File: src/rtl/mips_pkg.sv
// Shared definitions for the 5-stage MIPS pipeline control blocks.
//   - mdu_state_e     : hazard-controller FSM states (run / multiply-divide busy)
//   - REG_ZERO        : architectural $zero register index
//   - *_DEFAULT       : default parameter values for pipe_hazard_ctrl
package mips_pkg;

  typedef enum logic [0:0] {
    ST_RUN  = 1'b0,
    ST_BUSY = 1'b1
  } mdu_state_e;

  localparam logic [4:0] REG_ZERO = 5'd0;

  localparam int unsigned MDU_LAT_DEFAULT = 4;
  localparam int unsigned CNT_W_DEFAULT   = 32;

endpackage

File: src/rtl/sat_counter.sv
// Saturating event counter with synchronous active-high reset.
//   i_clk   : clock, rising edge
//   i_rst   : synchronous reset, clears the count
//   i_inc   : count one event this cycle
//   o_value : registered count, holds at all-ones instead of wrapping
module sat_counter #(
  parameter int unsigned WIDTH = 32
) (
  input  logic             i_clk,
  input  logic             i_rst,
  input  logic             i_inc,
  output logic [WIDTH-1:0] o_value
);

  logic [WIDTH-1:0] r_value;
  logic             w_full;

  assign w_full  = &r_value;
  assign o_value = r_value;

  always_ff @(posedge i_clk) begin
    if (i_rst) begin
      r_value <= '0;
    end else if (i_inc && !w_full) begin
      r_value <= r_value + WIDTH'(1);
    end
  end

endmodule

File: src/rtl/pipe_hazard_ctrl.sv
// Central hazard controller for the 5-stage MIPS pipeline.
// Each cycle decides whether PC, IF/ID and ID/EX advance, hold or take a bubble:
// taken-branch flush (highest), multiply/divide sequencing, then load-use stall.
// Control outputs are Mealy (combinational from state and inputs).
//   i_clk, i_rst             : clock, synchronous active-high reset
//   i_id_rs, i_id_rt         : source fields of the instruction in ID
//   i_id_uses_rt             : ID instruction reads rt
//   i_idex_mem_read          : instruction in EX is a load
//   i_idex_rt                : load destination in EX
//   i_ex_mdu_start           : EX holds a mult/div (level)
//   i_mem_branch_taken       : branch in MEM resolved taken
//   o_pc_write, o_ifid_write, o_idex_write : register enables
//   o_ifid_flush, o_idex_bubble, o_exmem_bubble : NOP / control-zero insertion
//   o_mdu_busy, o_mdu_result_valid : MDU sequencing status
//   o_stall_count, o_flush_count   : saturating performance counters
module pipe_hazard_ctrl
  import mips_pkg::*;
#(
  parameter int unsigned MDU_LAT = MDU_LAT_DEFAULT,
  parameter int unsigned CNT_W   = CNT_W_DEFAULT
) (
  input  logic             i_clk,
  input  logic             i_rst,
  input  logic [4:0]       i_id_rs,
  input  logic [4:0]       i_id_rt,
  input  logic             i_id_uses_rt,
  input  logic             i_idex_mem_read,
  input  logic [4:0]       i_idex_rt,
  input  logic             i_ex_mdu_start,
  input  logic             i_mem_branch_taken,
  output logic             o_pc_write,
  output logic             o_ifid_write,
  output logic             o_ifid_flush,
  output logic             o_idex_write,
  output logic             o_idex_bubble,
  output logic             o_exmem_bubble,
  output logic             o_mdu_busy,
  output logic             o_mdu_result_valid,
  output logic [CNT_W-1:0] o_stall_count,
  output logic [CNT_W-1:0] o_flush_count
);

  localparam int unsigned CNT_BITS = $clog2(MDU_LAT);
  // The start cycle itself is one stall, so BUSY counts down from MDU_LAT-2.
  localparam logic [CNT_BITS-1:0] CNT_LOAD = CNT_BITS'(MDU_LAT - 2);

  mdu_state_e          r_state;
  mdu_state_e          w_state_d;
  logic [CNT_BITS-1:0] r_cnt;
  logic [CNT_BITS-1:0] w_cnt_d;

  logic w_load_use;
  logic w_flush_inc;
  logic w_stall_inc;

  assign w_load_use = i_idex_mem_read && (i_idex_rt != REG_ZERO) &&
                      ((i_idex_rt == i_id_rs) || (i_id_uses_rt && (i_idex_rt == i_id_rt)));

  always_comb begin
    o_pc_write         = 1'b1;
    o_ifid_write       = 1'b1;
    o_ifid_flush       = 1'b0;
    o_idex_write       = 1'b1;
    o_idex_bubble      = 1'b0;
    o_exmem_bubble     = 1'b0;
    o_mdu_result_valid = 1'b0;
    w_state_d          = r_state;
    w_cnt_d            = r_cnt;
    w_flush_inc        = 1'b0;

    // A reset cycle presents plain RUN defaults regardless of inputs.
    if (!i_rst) begin
      if (i_mem_branch_taken) begin
        // Younger stages, including any mult/div in EX, are squashed.
        o_ifid_flush   = 1'b1;
        o_idex_bubble  = 1'b1;
        o_exmem_bubble = 1'b1;
        w_state_d      = ST_RUN;
        w_cnt_d        = '0;
        w_flush_inc    = 1'b1;
      end else if (r_state == ST_BUSY) begin
        if (r_cnt != '0) begin
          o_pc_write     = 1'b0;
          o_ifid_write   = 1'b0;
          o_idex_write   = 1'b0;
          o_exmem_bubble = 1'b1;
          w_cnt_d        = r_cnt - CNT_BITS'(1);
        end else begin
          o_mdu_result_valid = 1'b1;
          w_state_d          = ST_RUN;
        end
      end else if (i_ex_mdu_start) begin
        o_pc_write     = 1'b0;
        o_ifid_write   = 1'b0;
        o_idex_write   = 1'b0;
        o_exmem_bubble = 1'b1;
        w_cnt_d        = CNT_LOAD;
        w_state_d      = ST_BUSY;
      end else if (w_load_use) begin
        // Hold the consumer in ID, let a bubble enter EX behind the load.
        o_pc_write    = 1'b0;
        o_ifid_write  = 1'b0;
        o_idex_bubble = 1'b1;
      end
    end
  end

  assign o_mdu_busy  = (r_state == ST_BUSY) && !i_rst;
  assign w_stall_inc = !o_pc_write;

  always_ff @(posedge i_clk) begin
    if (i_rst) begin
      r_state <= ST_RUN;
      r_cnt   <= '0;
    end else begin
      r_state <= w_state_d;
      r_cnt   <= w_cnt_d;
    end
  end

  sat_counter #(
    .WIDTH(CNT_W)
  ) u_stall_cnt (
    .i_clk  (i_clk),
    .i_rst  (i_rst),
    .i_inc  (w_stall_inc),
    .o_value(o_stall_count)
  );

  sat_counter #(
    .WIDTH(CNT_W)
  ) u_flush_cnt (
    .i_clk  (i_clk),
    .i_rst  (i_rst),
    .i_inc  (w_flush_inc),
    .o_value(o_flush_count)
  );

endmodule

File: config.mk
export PLATFORM = sky130hd
export DESIGN_NAME = pipe_hazard_ctrl
export DESIGN_NICKNAME = d
export VERILOG_FILES = /design/src/rtl/mips_pkg.sv /design/src/rtl/sat_counter.sv /design/src/rtl/pipe_hazard_ctrl.sv
export SDC_FILE = /design/constraint.sdc
export NUM_CORES = 1
export LEC_CHECK = 0
export CAP_MARGIN = 20
export CORE_MARGIN = 4
export CORE_UTILIZATION = 53
export DETAILED_ROUTE_END_ITERATION = 8
export GPL_TIMING_DRIVEN = 1
export PLACE_DENSITY = 0.82
export SETUP_SLACK_MARGIN = 0.2
export SLEW_MARGIN = 20
export SYNTH_ARGS = -nofsm -noshare
export SYNTH_HDL_FRONTEND = slang
export SYNTH_SLANG_ARGS = --single-unit
File: constraint.sdc
create_clock -name i_clk -period 4.4 [get_ports i_clk]
set_clock_uncertainty 0.15 [all_clocks]
set_input_delay 0.88 -clock i_clk [delete_from_list [all_inputs] [get_ports i_clk]]
set_output_delay 0.88 -clock i_clk [all_outputs]
set_load 0.03 [all_outputs]
; ---- Word-level counts from Yosys, hierarchy flattened
; Cells that the tools add are included.
[word_totals]
ff_bits = 67
inputBits = 21
word_cells = 56
[op_classes]
n_addsub = 3
eq_ne = 3
muxes = 28
reduce_logical = 18
[op_table]
columns = cell, n
row1 = $add A32 B1 Y32 const B, 2
row2 = $reduce_and A32 Y1, 2
row3 = $mux W1, 25
row4 = $eq A5 B5 Y1, 2
row5 = $logic_and A1 B1 Y1, 6
row6 = $mux W2, 3
row7 = $reduce_bool A5 Y1, 1
row8 = $logic_not A1 Y1, 4
row9 = $reduce_bool A2 Y1, 2
row10 = $ne A2 B1 Y1 const B, 1
row11 = $reduce_and A2 Y1, 1
row12 = $reduce_or A2 Y1, 1
row13 = $sub A2 B1 Y2 const B, 1
row14 = $logic_or A1 B1 Y1, 1

; ---- Longest topological paths before layout
[depth]
depth_word = 11
ltp_mapped = 10

; ---- Modules after synthesis
; Synthesis repeated with hierarchy kept, for this count alone.
[hier_totals]
cells_unflattened = 425
hier_area_um2 = 3767.4
[modules_own_cells]
columns = module, n_inst, cells_each, area_each_um2
row1 = sat_counter, 2, 191, 1721.7
row2 = pipe_hazard_ctrl, 1, 43, 324.1

; ---- Least setup slack after synthesis
; OpenSTA, ideal clock, no wires.
[synth_path]
path_kind = input -> output
startpoint = input port i_idex_rt[1]
endpoint = output port o_pc_write
t_arrival_ns = 2.424
required_time_ns = 3.370
setup_slack_ns = 0.946
cell_stages = 8
cell_sequence = or4_1 -> o21ai_1 -> nand2_1 -> o211a_4 -> inv_2 -> buf_4 -> buf_4 -> buf_4
[synth_between]
elab_chain_cells = 9
word_cells_on_any_way = 12
[synth_lines]
columns = element, line
row1 = from (decl), pipe_hazard_ctrl.sv:28  ; input logic [4:0] i_idex_rt,
row2 = $eq A5 B5 Y1, pipe_hazard_ctrl.sv:57  ; ((i_idex_rt == i_id_rs) || (i_id_uses_rt && (i_idex_rt == i_id_rt)));
row3 = $logic_and A1 B1 Y1, pipe_hazard_ctrl.sv:57
row4 = $logic_or A1 B1 Y1, pipe_hazard_ctrl.sv:57
row5 = $logic_and A1 B1 Y1 *, pipe_hazard_ctrl.sv:56  ; assign w_load_use = i_idex_mem_read && (i_idex_rt != REG_ZERO) &&
row6 = $mux W1 * (5 in a row), -
row7 = to (decl), pipe_hazard_ctrl.sv:31  ; output logic o_pc_write,
; Every way passes the cells marked *; elsewhere a longest branch is shown, timed or not.

; ---- Worst setup path after layout
[layout_path]
startpoint = input port i_idex_rt[4]
endpoint = output port o_idex_bubble
[layout_between]
elab_chain_cells = 9
word_cells_on_any_way = 12
[layout_lines]
columns = element, line
row1 = $eq A5 B5 Y1, pipe_hazard_ctrl.sv:57
row2 = $logic_and A1 B1 Y1, pipe_hazard_ctrl.sv:57
row3 = $logic_or A1 B1 Y1, pipe_hazard_ctrl.sv:57
row4 = $logic_and A1 B1 Y1 *, pipe_hazard_ctrl.sv:56
row5 = $mux W1 *, pipe_hazard_ctrl.sv:99  ; end else if (w_load_use) begin
row6 = $mux W1 *, pipe_hazard_ctrl.sv:92  ; end else if (i_ex_mdu_start) begin
row7 = $mux W1 *, pipe_hazard_ctrl.sv:81  ; end else if (r_state == ST_BUSY) begin
row8 = $mux W1 *, pipe_hazard_ctrl.sv:73  ; if (i_mem_branch_taken) begin
row9 = $mux W1 *, pipe_hazard_ctrl.sv:72  ; if (!i_rst) begin
row10 = to (decl), pipe_hazard_ctrl.sv:35  ; output logic o_idex_bubble,
; Marked as above.

==> impl_metrics.yaml <==
run_status:
  outcome: "finished, final reports clean"
critical_path:
  crit_fanout: 3
  slowest_delay_ns: 0.55
  worstSetupPathType: "input port to output pin"
  path_buf_inv: 2
  worstPathCellList: "clkdlybuf4s50_1 -> xnor2_1 -> nand3_1 -> o22ai_2 -> or3b_2 -> a21oi_1 -> dlygate4sd2_1"
  r2r_cells: 6
  cp_top_family: "buffers and inverters"
  r2r-end: "u_stall_cnt.o_value[22]"
  startpoint_type: "input port"
  crit_slowest_cell: "clkdlybuf4s50_1"
  critPathCaptureType: "output pin"
  critPathRequiredTime_ns: 3.37
  rrSetupSlack_ns: 1.69
  regToRegStartpoint: "u_stall_cnt.o_value[3]"
  cp_data_arrival_time_ns: 2.89
synth:
  synth_top_flop_cell: "dfxtp_1"
  async_reset_ff_share_pct: 0
  synth_area_um2: 3600
  ys_types: 52
  yosys_warnings: 0
  synthesis.nets: 450
  synth_enable_flop_cells: 0
  seq_area_frac_synth_pct: 37.2
  syn_inst: 426
  ys_ff_latch: 67
  synth.avg_cell_area_um2: 8.46
drt:
  drt_pre_antenna_iters: 4
  ant_nets: 0
  drc: 0
  post_drt_wl_per_cell_um: 15.2
  dr.first_iter.drc_count: 161
  drt_wl_total_um: 9080
  vias: 3503
  viasPerCell: 5.87
timing:
  slew_headroom_pct: 52.0
  worstMarginPinSlew_ns: 0.718
  fmax_ghz: 0.255
  hold_viol: 0
  fin_crit_sh_pct: 89.1
  fin_crit_ns: 3.92
  setup_viol_count_final: 0
  rsz0062_at_grt: "false"
  slew_violations: 0
  setup-tns-final_ns: 0
cts:
  cts_root_buf: "clkbuf_8"
  path_clk_slew_ns: 0.07
  cts_setup_buffers: 0
  htreeDepth: 3
  cts_sinks: 67
  ctsHoldBuffers: 0
  cts_inserted_buffers: 9
  cts_buffer_depth: 2
  clk_latency_ns: 0.35
  cts_tree: "yes"
placed_design:
  dpl.cell_count: 581
  hpwl_um: 6510
  gp_congestion: 0.805
  io_buffers: 92
floorplanning:
  core_um2: 6460
  initial_core_util_pct: 55.8
  dieHeight_um: 90.5
  die_area_um2: 8180
  ios: 93
  dieWidth_um: 90.5
  std_cell_rows: 29
layout:
  layout-drive-gt1-share_pct: 8.65
  num_antenna_cells: 0
  multi_input_area_um2: 2130
  mostFrequentLayoutCells: "88 x clkdlybuf4s50_1, 67 x dfxtp_1, 44 x nor2_1, 33 x nand3_1, 32 x nand2_1"
  mostFrequentLayoutCell: "clkdlybuf4s50_1"
  nets: 539
  nFillCells: 509
  regArea_um2: 1340
  area_growth_pct: 31.9
  final_cell_count_no_fill: 597
hold_path:
  worstHoldEndpoint: "u_stall_cnt.o_value[23]"
  hold_depth: 2
  hold_path_class: "flip-flop to flip-flop"
  min_from: "u_stall_cnt.o_value[23]"
grt:
  grt_usage_pct: 22.1
  grt_pass1_wl_um: 15300
  grt_overflow_total: 0
  first_global_vias: 3356
  antenna_found_initial: 0
  grt_max_degree: 37
power:
  power_density_nw_per_um2: 259
  leakagePower_nw: 1.61
  peakVddDrop_mv: 0.136
job:
  cap_violations: 0
## how the worst max path moves through the flow
stage / startpoint / endpoint / cells after the start / slack, ns
global route: i_idex_rt[4] / o_idex_bubble / 7 / 0.38
detailed placement: i_idex_rt[4] / o_idex_bubble / 7 / 0.18
global placement: i_idex_rt[0] / o_idex_bubble / 7 / 0.24
CTS: i_idex_rt[4] / o_idex_bubble / 7 / 0.47
floorplan: i_idex_rt[1] / o_pc_write / 8 / 0.95
finish: i_idex_rt[4] / o_idex_bubble / 7 / 0.48
## metrics by stage
stage               area (µm²)  utilization (%)  power (mW)  worst slack, ns  hold WS [ns]
floorplan                 3600                -       0.685            0.946         0.329
detailed placement        4550             70.4       0.728            0.185         0.305
CTS                       4750             73.5        1.24            0.468         0.316
global placement          4550             70.4       0.725            0.239         0.297
global route              4750             73.6        1.28            0.381         0.347
finish                    4750             73.6        1.23            0.480         0.312
## what timing repair did
action | in CTS | in global routing
setup endpoints to repair | 1 | 0
resized for setup | 1 | 0
endpoints found under the hold margin | 0 | 0
## tightest hold or removal path: stages, from the launching register on
cell and delay, ns:
dfxtp_1 0.32, inv_1 0.05, a21oi_1 0.05
## kinds of logic after synthesis
family,count (synthesis),synth area share (%)
compound gates,69,13.4
xor+xnor,38,9.23
fa+ha+maj,3,1.04
buf+inv,29,3.75
flops,67,37.2
mux,8,2.46
simple gates,212,32.9
## final cells by class
| type | instances | share of cell area (%) |
|---|---|---|
| multi-input combinational | 330 | 44.9 |
| sequential | 67 | 28.2 |
| inverter | 11 | 0.868 |
| clock inverter | 6 | 1.37 |
| tap | 77 | 2.03 |
| clock buffer | 10 | 2.89 |
| timing repair buffer | 96 | 19.8 |
## sequential cells by signal, summed over array words and instances (netlist names)
signal               cells
u_flush_cnt.o_value     32
u_stall_cnt.o_value     32
r_cnt                    2
r_state                  1
## synth_stat cells (2+ instances only)
library cell,n,area share [%]
o21ai_0,12,1.7
nor4_4,2,1.2
buf_2,3,0.42
and3_1,12,2.1
o31ai_1,12,2.5
buf_1,2,0.21
nand4_1,19,3.3
nor2_1,44,4.6
ha_1,3,1.0
o311ai_0,4,0.97
or4_1,14,2.9
nor3_1,8,1.1
nand3_1,33,4.6
nor2b_1,9,1.6
buf_4,6,1.2
xnor2_1,14,3.4
dfxtp_1,67,37
o21ai_1,2,0.28
mux2_2,7,2.2
nand2_1,32,3.3
and2_1,5,0.87
and4_1,7,1.7
inv_1,10,1.0
nor4_1,7,1.2
a21oi_1,25,3.5
o41ai_1,4,0.97
xor2_1,24,5.8
or3_1,9,1.6
clkbuf_1,7,0.73
## per-layer routing
metal / routed length, µm / global-route usage [%]
met5: 0 / 0
met4: 165 / 9.31
met3: 403 / 3.42
met2: 4350 / 37.4
met1: 4160 / 27.9
## report_power, final
group	internal, mW	leakage, nW	switching (mW)	total (mW)
registers	0.609	0.540	0.00443	0.614
clock network	0.277	0.102	0.242	0.519
logic	0.0426	0.966	0.0568	0.0993
total	0.929	1.61	0.303	1.23
Power figures use the tool's default switching activity.
